--- config.mk ---
export PLATFORM = sky130hd
export DESIGN_NAME = mem_arbiter
export DESIGN_NICKNAME = d
export VERILOG_FILES = /design/src/rtl/mem_arbiter.sv
export SDC_FILE = /design/constraint.sdc
export NUM_CORES = 1
export LEC_CHECK = 0
export CAP_MARGIN = 40
export CORE_MARGIN = 1
export CORE_UTILIZATION = 40
export DETAILED_ROUTE_END_ITERATION = 6
export PLACE_DENSITY = 0.87
export SYNTH_ARGS = -nofsm -noshare
export SYNTH_HDL_FRONTEND = slang
export SYNTH_SLANG_ARGS = --single-unit
--- constraint.sdc ---
create_clock -name clk -period 7.65 [get_ports clk]
set_input_delay 0.765 -clock clk [delete_from_list [all_inputs] [get_ports clk]]
set_output_delay 0.765 -clock clk [all_outputs]
set_load 0.005 [all_outputs]
--- src/rtl/mem_arbiter.sv ---
// Fetch/data round-robin arbiter onto a single shared memory port. A request sampled in IDLE is acked
// MEM_LAT+1 cycles later. The losing requester simply holds its request; nothing is queued.
module mem_arbiter #(
    parameter int ADDR_W  = 32,
    parameter int DATA_W  = 32,
    parameter int MEM_LAT = 1
) (
    input  logic              clk,
    input  logic              reset,
    input  logic              if_req,
    input  logic [ADDR_W-1:0] if_addr,
    output logic              if_ack,
    output logic [DATA_W-1:0] if_rdata,
    input  logic              d_req,
    input  logic              d_we,
    input  logic [ADDR_W-1:0] d_addr,
    input  logic [DATA_W-1:0] d_wdata,
    input  logic [3:0]        d_wmask,
    output logic              d_ack,
    output logic [DATA_W-1:0] d_rdata,
    output logic [ADDR_W-1:0] mem_addr,
    output logic              mem_we,
    output logic [DATA_W-1:0] mem_wdata,
    output logic [3:0]        mem_wmask,
    input  logic [DATA_W-1:0] mem_rdata,
    output logic              busy,
    output logic              grant_id
);
    localparam logic [1:0] S_IDLE   = 2'd0;
    localparam logic [1:0] S_ACCESS = 2'd1;
    localparam logic [1:0] S_ACK    = 2'd2;
    localparam logic [2:0] CNT_INIT = 3'(MEM_LAT - 1);

    logic [1:0]        state_q, state_d;
    logic [2:0]        cnt_q, cnt_d;
    logic              last_q, last_d;
    logic              owner_q, owner_d;
    logic [ADDR_W-1:0] addr_q, addr_d;
    logic              we_q, we_d;
    logic [DATA_W-1:0] wdata_q, wdata_d;
    logic [3:0]        wmask_q, wmask_d;
    logic [DATA_W-1:0] if_rdata_q, if_rdata_d;
    logic [DATA_W-1:0] d_rdata_q, d_rdata_d;
    logic              win;

    always_comb begin
        state_d    = state_q;
        cnt_d      = cnt_q;
        last_d     = last_q;
        owner_d    = owner_q;
        addr_d     = addr_q;
        we_d       = we_q;
        wdata_d    = wdata_q;
        wmask_d    = wmask_q;
        if_rdata_d = if_rdata_q;
        d_rdata_d  = d_rdata_q;
        // On contention the port that did not win last time goes; a lone request always wins.
        win        = (if_req && d_req) ? ~last_q : d_req;
        case (state_q)
            S_IDLE: begin
                if (if_req || d_req) begin
                    state_d = S_ACCESS;
                    cnt_d   = CNT_INIT;
                    owner_d = win;
                    last_d  = win;
                    addr_d  = win ? d_addr : if_addr;
                    we_d    = win & d_we;
                    wdata_d = win ? d_wdata : '0;
                    wmask_d = win ? d_wmask : 4'h0;
                end
            end
            S_ACCESS: begin
                if (cnt_q == 3'd0) begin
                    state_d = S_ACK;
                    if (owner_q) d_rdata_d  = mem_rdata;
                    else         if_rdata_d = mem_rdata;
                end else begin
                    cnt_d = cnt_q - 3'd1;
                end
            end
            S_ACK:   state_d = S_IDLE;
            default: state_d = S_IDLE;
        endcase
    end

    always_ff @(posedge clk or posedge reset) begin
        if (reset) begin
            state_q    <= S_IDLE;
            cnt_q      <= 3'd0;
            last_q     <= 1'b1;
            owner_q    <= 1'b0;
            addr_q     <= '0;
            we_q       <= 1'b0;
            wdata_q    <= '0;
            wmask_q    <= 4'h0;
            if_rdata_q <= '0;
            d_rdata_q  <= '0;
        end else begin
            state_q    <= state_d;
            cnt_q      <= cnt_d;
            last_q     <= last_d;
            owner_q    <= owner_d;
            addr_q     <= addr_d;
            we_q       <= we_d;
            wdata_q    <= wdata_d;
            wmask_q    <= wmask_d;
            if_rdata_q <= if_rdata_d;
            d_rdata_q  <= d_rdata_d;
        end
    end

    // Outputs decode straight from state so reset drops mem_we and the acks without waiting for an edge.
    assign mem_addr  = addr_q;
    assign mem_wdata = wdata_q;
    assign mem_wmask = (state_q == S_ACCESS) ? wmask_q : 4'h0;
    assign mem_we    = (state_q == S_ACCESS) && we_q && (cnt_q == CNT_INIT);
    assign busy      = (state_q != S_IDLE);
    assign grant_id  = owner_q;
    assign if_ack    = (state_q == S_ACK) && !owner_q;
    assign d_ack     = (state_q == S_ACK) && owner_q;
    assign if_rdata  = if_rdata_q;
    assign d_rdata   = d_rdata_q;
endmodule

## Word level (Yosys, flattened, before mapping)

Index checks and enable logic that the tools add are counted.

| word-level totals | value |
|---|---|
| register bits | 140 |
| input port bits | 137 |
| output and inout bits | 137 |
| logic and storage cells | 46 |

| cells by class | value |
|---|---|
| $add $sub $neg | 1 |
| equal/unequal tests | 5 |
| muxes and demuxes | 11 |
| bitwise gates (word level) | 3 |
| reductions and logical operators | 16 |

Operators by type and width:

| cell | number |
|---|---|
| 32-bit 2-to-1 mux | 2 |
| 3-bit AND reduction | 3 |
| 4-bit 2-to-1 mux | 2 |
| 3-bit 2-to-1 mux | 2 |
| 2-bit inequality test (second input constant) | 3 |
| 3-bit case mux with 2 select lines | 1 |
| 1-bit logical AND | 5 |
| 2-bit 2-to-1 mux | 2 |
| 2-bit case mux with 2 select lines | 1 |
| 2-bit AND reduction | 2 |
| 2-bit nonzero test | 2 |
| 3-bit logical NOT | 1 |
| 3-bit by 1-bit subtractor with 3-bit output (second input constant) | 1 |
| 2-bit by 1-bit equality test with 1-bit output (second input constant) | 1 |
| 2-bit equality test (second input constant) | 1 |
| 2-bit logical NOT | 1 |
| 1-bit inverter | 2 |
| 1-bit AND | 1 |
| 1-bit logical NOT | 1 |
| 1-bit logical OR | 1 |
| 1-bit 2-to-1 mux | 1 |

## Longest topological paths before layout

| logic depth | value |
|---|---|
| word-level depth | 3 |
| depth in mapped cells | 7 |
| mapped depth without buffers | 5 |

## Worst setup path after synthesis

Ideal clock, no wire load.

| timing path | value |
|---|---|
| kind | input -> register |
| start | input d_req |
| end | register addr_q[28] (netlist: mem_addr[28]) |
| library setup time | 0.125 ns |
| arrival | 1.852 ns |
| required time | 7.525 ns |
| setup slack | 5.673 ns |
| cell stages on the path | 5 |
| buffers on the path | 2 |
| path through | a21bo_2 buf_2 buf_2 mux2_2 mux2_2 |

| on the way | value |
|---|---|
| longest elaborated chain between the ends | 3 |
| elaborated cells between the ends (all ways) | 5 |
| those cells by class | mux (2); reduce/logical (3) |

RTL lines:

| what | RTL line | source |
|---|---|---|
| start: declaration | 14 | `input logic d_req,` |
| 1-bit logical AND | 58 | `win = (if_req && d_req) ? ~last_q : d_req;` |
| 1-bit 2-to-1 mux | 58 |  |
| 32-bit 2-to-1 mux | 66 | `addr_d = win ? d_addr : if_addr;` |
| end signal: assignment | 103 | `addr_q <= addr_d;` |
| end: declaration | 38 | `logic [ADDR_W-1:0] addr_q, addr_d;` |

Several ways; a longest one is shown, not always the timed one.
A chain may end at the register's enable or synchronous reset.

## Final worst setup path

| timing path | value |
|---|---|
| start | register cnt_q[0] |
| end | output mem_we |

| on the way | value |
|---|---|
| longest elaborated chain between the ends | 2 |

RTL lines:

| what | RTL line | source |
|---|---|---|
| start: declaration | 35 | `logic [2:0] cnt_q, cnt_d;` |
| start signal: assignment | 100 | `cnt_q <= cnt_d;` |
| 3-bit logical NOT | 116 | `assign mem_we = (state_q == S_ACCESS) && we_q && (cnt_q == CNT_INIT);` |
| 1-bit logical AND | 116 |  |
| end: declaration | 22 | `output logic mem_we,` |

No other way between the ends.

==> out/results.tsv <==
stage	metric	value	unit
die	num_rows	43	
cells_and_area	fin_nets	774	
power_and_ir_drop	powerDensity	419	nW/um2
power_and_ir_drop	ir_drop	0.198	mV
synth	synth_top_family_by_area	multiplexers	
worst_hold_path	hp-class	reg -> reg	
clock_network	cts_tree	yes	
sta	setup_viol	0	
sta	min_period_over_period	36.1	%
grt	grt_max_degree	72	
synth	synth_top_area_cell	dfrtp_1	
clock_network	clockRootBuffer	clkbuf_16	
worst_setup_path	crit_fanout	4	
route	dr.pass1.iters	4	
route	wl	14.3	mm
synth	synth-simple-area-share	2.20	%
synth	synthMuxAreaShare	25.8	%
die	die_h	121	um
sta	maxSlewHeadroom	42.9	%
power_and_ir_drop	p_leak	3.83	nW
cells_and_area	synthToLayoutAreaGrowth	62.4	%
synth	synth_seq_area_share	62.2	%
grt	grt.total_usage	20.5	%
synth	yosysTopAreaCellShare	61.7	%
route	wl_per_cell	17.2	um
route	route.detailed.drc	0	
worst_setup_path	end_kind	output port	
cells_and_area	fin_util	66.2	%
grt	grt_overflow	0	
synth	synthXorXnorAreaFrac	0	%
sta	finalCriticalPeriod	2760	ps
route	ant_nets	0	
clock_network	cts_resized	0	
clock_network	cts.htree.levels	4	
grt	grt-busiest-layer	met2	
synth	synth_area_per_cell	15.6	um2
clock_network	cts_sinks	140	
clock_network	cts_buffer_depth	2	
synth	synth_top_flop_cell	dfrtp_1	
clock_network	cts_made_buffers	17	
die	coreArea	13800	um2
synth	synth_nets	500	
clock_network	clkLatencyLatePin	410	ps
synth	synth_cell_type_count	30	
clock_network	cts_setup_buffers	0	
synth	synth.cell_area	5630	um2
clock_network	holdBufCountCts	0	
worst_setup_path	critPathKind	reg -> out	
grt	use_met2	36.0	%
synth	synthAdderAreaFrac	0.444	%
sta	skew	8.73	ps
cells_and_area	drive_gt1_share	26.1	%
grt	grt_pass1_wl	22.6	mm
synth	synth.ff_latch_count	140	
sta	fin_setup_tns	0	ps
route	drt_iter0_drc	148	
worst_setup_path	worstPathArrival	2000	ps
cells_and_area	diodes	0	
status	status	finished, final reports clean	
grt	antenna_found_initial	0	
place	place_congestion	0.734	
synth	yosysWarningCount	0	
worst_setup_path	cp-start-kind	register	
die	dieArea	14600	um2
clock_network	clk_pin_slew_worst_paths	50	ps
route	via_per_inst	4.93	
sta	tightestPinTransition	856	ps
sta	rsz0062_at_grt	no	
place	hpwl	10.3	mm
place	port_buffers	273	
sta	fmax	0.362	GHz
grt	grt_use_met1	22.9	%
synth	synth_edf_count	0	
die	pin_count	274	
route	vias	4079	
grt	grt_pass1_vias	4515	
synth	synthesis.instances	361	
synth	synth_compound_area_share	6.73	%
sta	hold_viol	0	
worst_setup_path	cp.required	6880	ps
sta	maxSlewViolCount	0	
die	initial_core_util	40.7	%
job	max_cap_viol_count	0	
die	dieWidth	121	um
grt	use_met3	5.61	%
synth	synth_area_leaders	dfrtp_1, mux2_2, a22o_1, buf_2, buf_4	
synth	ys_async_sr_fraction	100	%
-- state kept, by name, indices dropped and copies added (netlist names), 2 cells and up --
name and cells:
wmask_q 4, if_rdata 32, d_rdata 32, cnt_q 3, mem_wdata 32, mem_addr 32, state_q 2
-- kinds of logic (layout without fill, tap and decap cells) --
family,Yosys count,after routing
flip-flops,140,140
multiplexers,129,129
AO/OA/AOI/OAI,44,44
buffers and inverters,26,312
AND/OR/NAND/NOR,20,20
adder cells (fa/ha/maj),2,2
-- synth_stat cells (all sizes together) (2+ instances only) --
| cell type | count |
|---|---|
| ha | 2 |
| nand2 | 2 |
| buf | 19 |
| nor2 | 4 |
| nor2b | 2 |
| clkbuf | 4 |
| or2 | 2 |
| inv | 3 |
| dfrtp | 139 |
| a21o | 2 |
| a22o | 37 |
| mux2 | 128 |
| a21bo | 2 |
| and2 | 5 |
-- worst paths after layout --
| check | from | to | slack, ps | cells after the start |
|---|---|---|---|---|
| min | cnt_q[0] | cnt_q[0] | 480 | 1 |
| min reg2reg | cnt_q[0] | cnt_q[0] | 480 | 1 |
| max reg2reg | last_q | mem_addr[20] | 5620 | 3 |
| max in group asynchronous | reset | d_rdata[22] | 5510 | 3 |
| max | cnt_q[0] | mem_we | 4890 | 5 |
| min in group asynchronous | reset | d_rdata[23] | 830 | 2 |
-- report_power, final --
| group | total [mW] | switching, mW | internal (mW) |
|---|---|---|---|
| registers | 1.33 | 0.205 | 1.12 |
| logic | 1.65 | 0.545 | 1.10 |
| clock network | 0.861 | 0.300 | 0.561 |
| total | 3.83 | 1.05 | 2.78 |
-- critical path, cell delays in order, from the launching register on --
cell and delay, ps:
dfrtp_1 390, inv_1 90, ha_1 190, and4bb_1 270
and2_1 140, clkdlybuf4s50_1 510
-- through the flow --
| step | setup slack (ps) | total power [mW] | std cells | area [um2] | hold slack, ps |
|---|---|---|---|---|---|
| floorplan | 3130 | 2.05 | 361 | 5630 | 451 |
| global placement | 4870 | 2.92 | 795 | 8500 | 459 |
| detailed placement | 4730 | 2.99 | 795 | 8500 | 471 |
| CTS | 4850 | 3.87 | 826 | 9120 | 478 |
| global route | 4700 | 4.06 | 827 | 9150 | 484 |
| finish | 4890 | 3.83 | 827 | 9150 | 476 |
-- area by class of cell --
class	count	area (um2)
sequential	140	3500
inverter	3	16.3
tap	180	225
fill	960	4680
clock buffer	21	460
multi-input combinational	195	1990
clock inverter	10	165
timing repair buffer	278	2790
-- cells in the final DEF, fill, tap and decap left out, types with 2 or more instances in the layout --
cell type,netlist,routed
a21bo_2,2,2
a21o_1,2,2
a22o_1,37,37
and2_1,5,5
buf_4,6,4
bufinv_16,0,4
clkbuf_1,3,2
clkbuf_16,0,17
clkbuf_8,0,2
clkdlybuf4s50_1,0,273
clkinv_4,0,2
clkinvlp_4,0,3
dfrtp_1,139,139
ha_1,2,2
inv_1,3,2
mux2_2,127,127
nand2_1,2,2
nor2_1,3,2
-- layer usage --
layer | up-vias | part of all wire, %
li1 | 1856 | -
met1 | 2018 | 40
met2 | 178 | 51
met3 | 27 | 5.7
met4 | 0 | 2.8
met5 | - | 0
(Power assumes the default switching activity.)
